## src/rtl/if_fetch_ctrl_pkg.sv

```systemverilog
// if_fetch_ctrl_pkg: shared constants and FSM state type for the instruction-fetch controller
package if_fetch_ctrl_pkg;
   localparam int XLEN_DEF = 32;
   localparam logic [31:0] CPU_RST_ADDR = 32'h0000_0000;
   localparam logic [31:0] INST_NOP = 32'h0000_0013;
   typedef enum logic [1:0] {IDLE, REQ, WAIT} fetch_state_e;
endpackage

```

## src/rtl/if_fetch_ctrl_resp_buf.sv

```systemverilog
// if_fetch_ctrl_resp_buf: DEPTH-entry synchronous response FIFO with synchronous clear
//   clk, rst_n      clock, async active-low reset
//   clr             drop all entries (wins over push/pop)
//   push, din       write one entry (accepted when not full or popping)
//   pop, dout       read head entry (dout valid while !empty)
//   full, empty     occupancy flags
//   count           current number of entries
module if_fetch_ctrl_resp_buf #(
   parameter int WIDTH = 66,
   parameter int DEPTH = 2
) (
   input  logic                     clk,
   input  logic                     rst_n,
   input  logic                     clr,
   input  logic                     push,
   input  logic [WIDTH-1:0]         din,
   input  logic                     pop,
   output logic [WIDTH-1:0]         dout,
   output logic                     full,
   output logic                     empty,
   output logic [$clog2(DEPTH):0]   count
);
   localparam int AW = $clog2(DEPTH);
   logic [WIDTH-1:0] mem [DEPTH];
   logic [AW-1:0] rd_ptr, wr_ptr;
   logic do_push, do_pop;
   assign empty = count == '0;
   assign full = count == (AW+1)'(DEPTH);
   assign do_pop = pop & ~empty & ~clr;
   assign do_push = push & ~clr & (~full | do_pop);
   assign dout = mem[rd_ptr];
   always_ff @(posedge clk)
      if (do_push) mem[wr_ptr] <= din;
   always_ff @(posedge clk or negedge rst_n)
      if (!rst_n) begin
         rd_ptr <= '0;
         wr_ptr <= '0;
         count <= '0;
      end else if (clr) begin
         rd_ptr <= '0;
         wr_ptr <= '0;
         count <= '0;
      end else begin
         rd_ptr <= rd_ptr + AW'(do_pop);
         wr_ptr <= wr_ptr + AW'(do_push);
         count <= count + (AW+1)'(do_push) - (AW+1)'(do_pop);
      end
endmodule

```

## src/rtl/if_fetch_ctrl.sv

```systemverilog
// if_fetch_ctrl: instruction-fetch sequencer driving a req/gnt/rvalid bus and feeding if_id
//   clk, rst_n                    clock, async active-low reset
//   pipe_stall                    suppress new bus requests
//   pipe_flush                    redirect to RST_ADDR unless a higher target is given
//   trap_flag/trap_addr           redirect, highest priority
//   ex_is_mret_inst/mepc          redirect, middle priority
//   ex_bj_flag/ex_bj_addr         redirect, lowest priority
//   id_allowin                    if_id accepts the presented entry
//   if_ready_go, if_pc, if_inst   presented entry
//   if_exp_flag, if_inst_addr_misal  entry exception / misaligned-target flags
//   ibus_req/addr/gnt             request channel (request held until granted)
//   ibus_rvalid/rdata/err         response channel, one outstanding at most
module if_fetch_ctrl
   import if_fetch_ctrl_pkg::*;
#(
   parameter int              XLEN      = XLEN_DEF,
   parameter logic [XLEN-1:0] RST_ADDR  = CPU_RST_ADDR,
   parameter int              BUF_DEPTH = 2
) (
   input  logic            clk,
   input  logic            rst_n,
   input  logic            pipe_stall,
   input  logic            pipe_flush,
   input  logic            trap_flag,
   input  logic [XLEN-1:0] trap_addr,
   input  logic            ex_is_mret_inst,
   input  logic [XLEN-1:0] mepc,
   input  logic            ex_bj_flag,
   input  logic [XLEN-1:0] ex_bj_addr,
   input  logic            id_allowin,
   output logic            if_ready_go,
   output logic [XLEN-1:0] if_pc,
   output logic [XLEN-1:0] if_inst,
   output logic            if_exp_flag,
   output logic            if_inst_addr_misal,
   output logic            ibus_req,
   output logic [XLEN-1:0] ibus_addr,
   input  logic            ibus_gnt,
   input  logic            ibus_rvalid,
   input  logic [XLEN-1:0] ibus_rdata,
   input  logic            ibus_err
);
   localparam int CW = $clog2(BUF_DEPTH) + 1;
   fetch_state_e state;
   logic [XLEN-1:0] fetch_pc, req_pc, target;
   logic [2*XLEN+1:0] din, dout;
   logic [CW-1:0] cnt, occ;
   logic kill, park, misal_pend;
   logic redir, rsp, issue, pop, push, full, empty;
   assign redir = pipe_flush | trap_flag | ex_is_mret_inst | ex_bj_flag;
   assign target = trap_flag ? trap_addr : ex_is_mret_inst ? mepc : ex_bj_flag ? ex_bj_addr : RST_ADDR;
   assign rsp = state == WAIT & ibus_rvalid;
   assign if_ready_go = ~empty & ~redir;
   assign pop = if_ready_go & id_allowin;
   // entries that will be buffered after this cycle, including a live in-flight fetch
   assign occ = cnt - CW'(pop) + CW'(state == WAIT & ~kill);
   // a new request may start in IDLE or in the same cycle the previous word returns
   assign issue = rst_n & ~pipe_stall & ~redir & ~park & (occ < CW'(BUF_DEPTH)) & (state == IDLE | rsp);
   assign ibus_req = state == REQ | issue;
   assign ibus_addr = state == REQ ? req_pc : issue ? fetch_pc : '0;
   assign push = ~redir & (misal_pend | rsp & ~kill);
   assign din = misal_pend ? {fetch_pc, XLEN'(INST_NOP), 2'b11}
                           : {req_pc, ibus_err ? XLEN'(INST_NOP) : ibus_rdata, ibus_err, 1'b0};
   assign {if_pc, if_inst, if_exp_flag, if_inst_addr_misal} = empty ? {RST_ADDR, {(XLEN+2){1'b0}}} : dout;
   if_fetch_ctrl_resp_buf #(.WIDTH(2*XLEN+2), .DEPTH(BUF_DEPTH)) u_buf (
      .clk(clk), .rst_n(rst_n), .clr(redir), .push(push), .din(din), .pop(pop),
      .dout(dout), .full(full), .empty(empty), .count(cnt)
   );
   always_ff @(posedge clk or negedge rst_n)
      if (!rst_n) begin
         state <= IDLE;
         fetch_pc <= RST_ADDR;
         req_pc <= RST_ADDR;
         kill <= 1'b0;
         park <= 1'b0;
         misal_pend <= 1'b0;
      end else begin
         state <= (issue | state == REQ) ? (ibus_gnt ? WAIT : REQ) : (state == WAIT & ~ibus_rvalid) ? WAIT : IDLE;
         // a redirect while a request is pending marks its eventual response stale
         kill <= (state == REQ | state == WAIT & ~ibus_rvalid) & (kill | redir);
         park <= redir ? |target[1:0] : park;
         misal_pend <= redir & |target[1:0];
         if (issue) req_pc <= fetch_pc;
         // a killed request completing does not advance the already-redirected pc
         if (redir) fetch_pc <= target;
         else if (ibus_gnt & (issue | state == REQ & ~kill)) fetch_pc <= fetch_pc + XLEN'(4);
      end
endmodule

```

## config.mk

```make
export PLATFORM = sky130hd
export DESIGN_NAME = if_fetch_ctrl
export DESIGN_NICKNAME = d
export VERILOG_FILES = /design/src/rtl/if_fetch_ctrl_pkg.sv /design/src/rtl/if_fetch_ctrl_resp_buf.sv /design/src/rtl/if_fetch_ctrl.sv
export SDC_FILE = /design/constraint.sdc
export NUM_CORES = 1
export LEC_CHECK = 0
export CAP_MARGIN = 10
export CORE_MARGIN = 5
export CORE_UTILIZATION = 51
export CTS_CLUSTER_SIZE = 25
export DETAILED_ROUTE_END_ITERATION = 10
export PLACE_DENSITY = 0.84
export SLEW_MARGIN = 30
export SYNTH_ARGS = -nofsm -noshare
export SYNTH_HDL_FRONTEND = slang
export SYNTH_HIERARCHICAL = 1
export SYNTH_SLANG_ARGS = --single-unit
```

## constraint.sdc

```tcl
create_clock -name clk -period 9.49 [get_ports clk]
set_input_delay 2.847 -clock clk [delete_from_list [all_inputs] [get_ports clk]]
set_output_delay 2.847 -clock clk [all_outputs]
set_load 0.02 [all_outputs]
```

# Yosys cells after proc, flatten, opt, wreduce, memory -nomap -nowiden
# Memories as Yosys holds them, arrays and structs flattened.
# Index checks and enable logic that the tools add are counted.
# W data, S select, Z words.
# word_totals
register_bits	73
ramBits	132
in_bits	139
out_inout_bits	100
word_cells	81
mem_count	1
# mem_list
name	words	width	rd	rd_ports_with_merged_regs	write_ports	line_no	text
u_buf.mem	2	66	1	0	1	if_fetch_ctrl_resp_buf.sv:24	logic [WIDTH-1:0] mem [DEPTH];
# classes
addsub	7
magnitude_cmp	1
n_eq_ne	3
muxes	18
n_bitwise	38
n_reduce_logical	4
# ops
operator	count
$mux W32	8
$mux W66	2
$add A32 B3 Y32 const B	1
$and A1 B1 Y1	19
$or A1 B1 Y1	10
$mux W2	4
$not A1 Y1	7
$eq A2 B2 Y1 const B	2
$logic_not A2 Y1	2
$mux W1	4
$sub A2 B1 Y2	2
$add A1 B1 Y1	2
$add A2 B1 Y2	1
$add A2 B2 Y2	1
$and A1 B2 Y2	1
$eq A2 B1 Y1 const B	1
$lt A2 B2 Y1 const B	1
$not A1 Y2	1
$reduce_bool A2 Y1	1
$reduce_or A2 Y1	1

# Depth between registers and ports, before layout
# depth
word_depth	15
depth_mapped	15
ltp_nobuf	11

# By module
# The synthesis kept the hierarchy.
# by_module_without_submodules
mod	instances	cells_per_inst	area_each_um2	seq_area_each_um2
if_fetch_ctrl	1	731	5499.0	1726.7
if_fetch_ctrl_resp_buf	1	231	5113.7	4063.9

# Least setup slack after synthesis
# No wires, ideal clock.
# synth_path
path_kind	input to output
from	input ex_is_mret_inst
to	output ibus_addr[14]
t_arrival_ns	5.982
required_time_ns	6.643
setup_slack_ns	0.661
stages	15
path_buffers	5
cell_sequence	buf_2 > nor4_4 > inv_2 > clkbuf_1 > buf_1 > nor2_1 > and2_1 > ha_1 > nor2b_1 > xor2_1 > and3_1 > buf_4 > buf_2 > nand2_1 > o21ai_0
# synth_between
elab_chain_cells	12
word_cells_on_any_way	14
# synth_rtl
element	line_no	text
start: declaration	if_fetch_ctrl.sv:26	input logic ex_is_mret_inst,
$or A1 B1 Y1 (2 in series)	if_fetch_ctrl.sv:50	assign redir = pipe_flush | trap_flag | ex_is_mret_inst | ex_bj_flag;
$not A1 Y1	if_fetch_ctrl.sv:53	assign if_ready_go = ~empty & ~redir;
$and A1 B1 Y1	if_fetch_ctrl.sv:53	
net if_ready_go	if_fetch_ctrl.sv:31	output logic if_ready_go,
$and A1 B1 Y1	if_fetch_ctrl.sv:54	assign pop = if_ready_go & id_allowin;
net pop	if_fetch_ctrl.sv:49	logic redir, rsp, issue, pop, push, full, empty;
$sub A2 B1 Y2	if_fetch_ctrl.sv:56	assign occ = cnt - CW'(pop) + CW'(state == WAIT & ~kill);
$add A2 B2 Y2	if_fetch_ctrl.sv:56	
$lt A2 B2 Y1	if_fetch_ctrl.sv:58	assign issue = rst_n & ~pipe_stall & ~redir & ~park & (occ < CW'(BUF_DEPTH)) & (state == IDLE | rsp);
$and A1 B1 Y1 (2 in series)	if_fetch_ctrl.sv:58	
$mux W32 (2 in series)	if_fetch_ctrl.sv:60	assign ibus_addr = state == REQ ? req_pc : issue ? fetch_pc : '0;
end: declaration	if_fetch_ctrl.sv:37	output logic [XLEN-1:0] ibus_addr,
# The timed path passes the listed nets, and every way through them passes these cells.

# Worst setup path in the final report
# layout_path
from	input ex_is_mret_inst
to	output ibus_addr[7]
# layout_between
elab_chain_cells	12
word_cells_on_any_way	14
# layout_rtl
element	line_no
$or A1 B1 Y1 (2 in series)	if_fetch_ctrl.sv:50
$not A1 Y1	if_fetch_ctrl.sv:53
$and A1 B1 Y1	if_fetch_ctrl.sv:53
$and A1 B1 Y1	if_fetch_ctrl.sv:54
net pop	if_fetch_ctrl.sv:49
$sub A2 B1 Y2	if_fetch_ctrl.sv:56
$add A2 B2 Y2	if_fetch_ctrl.sv:56
$lt A2 B2 Y1	if_fetch_ctrl.sv:58
$and A1 B1 Y1 (2 in series)	if_fetch_ctrl.sv:58
$mux W32 (2 in series)	if_fetch_ctrl.sv:60
# The timed path passes the listed nets, and every way through them passes these cells.

==> metrics.md <==
| Metric | Value |
|---|---|
| Initial antenna violation count | `1` |
| Fraction of layout cells with a size suffix above 1 | `12.7%` |
| Synthesized area | `10600 sq um` |
| CP max stage cell | `clkdlybuf4s50_1` |
| HP Class | `flip-flop to flip-flop` |
| Clk pwr share | `41.4%` |
| Worst-Skew Late Latency | `0.50 ns` |
| Dpl cell area | `13100 sq um` |
| Buffers added on ports | `238` |
| Vias/cell | `5.72` |
| Critical Path AT | `6.27 ns` |
| Largest stage delay on the critical path | `0.65 ns` |
| Core area | `20400 sq um` |
| Post_cts resized | `0` |
| Nets | `1317` |
| Cell Chain, Critical Path | `clkdlybuf4s50_1, nor4_4, inv_2, nor2_1, and2_1, ha_1, nor2b_1, xor2_1, and3_2, buf_4, nand2_1, o21ai_0, clkdlybuf4s50_1` |
| Worst slew margin | `30.9%` |
| Top delay family on crit path | `buffers and inverters` |
| Area Growth Syn to Fin | `31.1%` |
| Num CTS Buffers | `22` |
| Slew @ Worst Pin | `1.03 ns` |
| Starting DRC count in detailed routing | `769` |
| Switching pwr | `0.000485 W` |
| Drt pass-1 iters | `5` |
| TritonCTS Sinks | `205` |
| Grt met2 use | `38.1%` |
| WP buf/inv | `4` |
| Syn nets | `1106` |
| Synth Instances | `961` |
| Largest net degree at the start of global routing | `68` |
| Die height | `154 um` |
| Hold-critical path depth | `1` |
| GR Util met1 | `29.3%` |
| Row count | `52` |
| Initial Util | `52.1%` |
| Commonest non-fill, non-tap cell in the layout | `clkdlybuf4s50_1` |
| Reg2reg end | `fetch_pc[31]` |
| Worst Hold Path EP | `park` |
| RePlAce Congestion | `0.878` |
| Syn_area_per_cell | `11.0 sq um` |
| Crit path capture type | `primary output` |
| Commonest cells after routing, fill and taps aside | `clkdlybuf4s50_1, edfxtp_1, nand2_1` |
| Worst hold start | `park` |
| DP HPWL | `20100 um` |
| Synth warn | `6` |
| CP dominant cell by count | `clkdlybuf4s50_1` |
| Power Internal | `0.00164 W` |
| Crit path kind | `primary input to primary output` |
| Total GRT Usage | `22.9%` |
| GRT busiest layer | `met2` |
| H-tree levels | `1` |
| Met3 usage | `5.50%` |
| WP data required | `6.64 ns` |
| RR Startpoint | `u_buf/count[1]` |
| GR Overflow Total | `0` |
| Post-route minimum period | `9.11 ns` |
| Max cap viols | `0` |
| Ports | `239` |
| Post-Layout Inst Area | `13900 sq um` |
| Sequential Power Share | `48.8%` |
| Status | `finished clean` |
| Die area | `23800 sq um` |
| Vias in the first global route | `8260` |
| Startpoint Class | `primary input` |
| Post-route ant nets | `0` |
| Setup-failing EPs final | `0` |
| Comb pwr share | `9.8%` |
| Critical Path Fanout Max | `39` |
| Pwr dens | `153 nW/um^2` |
| Worst Clk Skew | `0.0181 ns` |
| Setup tns final | `0 ns` |
| N_diodes | `0` |
| Sw frac | `22.9%` |
| Die width | `154 um` |
| Hold buffers post-CTS | `0` |
| Flop2flop setup slack | `6.55 ns` |
| RSZ-0062 raised after global routing | `false` |
| Fmax | `110 MHz` |
| Routed vias | `8334` |
| Final hold vios | `0` |
| First-pass GRT wire length | `43700 um` |
| DRC | `0` |
| Worst-path clk slew | `0.06 ns` |
| VDD IR-drop max | `0.000107 V` |
| Routed WL | `28300 um` |
| Max-slew violation count | `0` |
| WL/cell | `19.4 um` |
| Postcts setup bufs | `0` |
| Max clock buf depth | `3` |
| Util after Layout | `68.3%` |
| CTS tree | `done` |
| Leakage | `5.15 nW` |
| Final Power | `0.00212 W` |
| Reg2reg path depth | `9` |
| Clk root buf | `clkbuf_16` |
| Tcrit/Tclk final | `96.0%` |
-- layer usage --
metal / up-vias / wire, um
li1: 3903 / -
met1: 3913 / 11300
met2: 436 / 13300
met3: 80 / 2550
met4: 2 / 1040
met5: - / 18
-- state kept, by name, indices dropped and copies added (netlist names) --
signal,flops
u_buf/wr_ptr,1
u_buf/rd_ptr,1
u_buf/count,2
fetch_pc,32
state,2
misal_pend,1
park,1
kill,1
u_buf/mem,132
req_pc,32
-- power groups by stage --
stage | logic (W) | clock network (W) | registers, W
3_5_place_dp | 0.000206 | 0 | 0.00105
4_1_cts | 0.000207 | 0.000891 | 0.00103
2_1_floorplan | 0.000114 | 0 | 0.00103
3_3_place_gp | 0.000201 | 0 | 0.00105
6_report | 0.000208 | 0.000879 | 0.00104
5_1_grt | 0.000228 | 0.000933 | 0.00104
-- area by class of cell --
cell class,count,area [sq um]
fillers,1482,6450
flip-flops and latches,205,5800
multi-input cells,648,4330
repair buffers,254,2540
clock buffers,31,626
well taps,270,338
inverters,41,154
clock inverters,9,123
-- per-stage QoR --
step / setup WS (ns) / std cells / hold slack, ns
final: 0.377 / 1458 / 0.508
after global routing: 0.161 / 1458 / 0.524
after CTS: 0.419 / 1456 / 0.514
after detailed placement: 0.424 / 1416 / 0.493
after global placement: 0.542 / 1415 / 0.478
after floorplan: 0.661 / 961 / 0.450
-- how the worst max path moves through the flow --
| stage | cells past startpoint | from | endpoint |
|---|---|---|---|
| after floorplan | 15 | ex_is_mret_inst | ibus_addr[14] |
| after global placement | 12 | ex_is_mret_inst | ibus_addr[22] |
| after detailed placement | 13 | ex_is_mret_inst | ibus_addr[7] |
| after CTS | 13 | ex_is_mret_inst | ibus_addr[7] |
| after global routing | 12 | ex_is_mret_inst | ibus_addr[25] |
| final | 13 | ex_is_mret_inst | ibus_addr[7] |
Power figures use the tool's default switching activity.
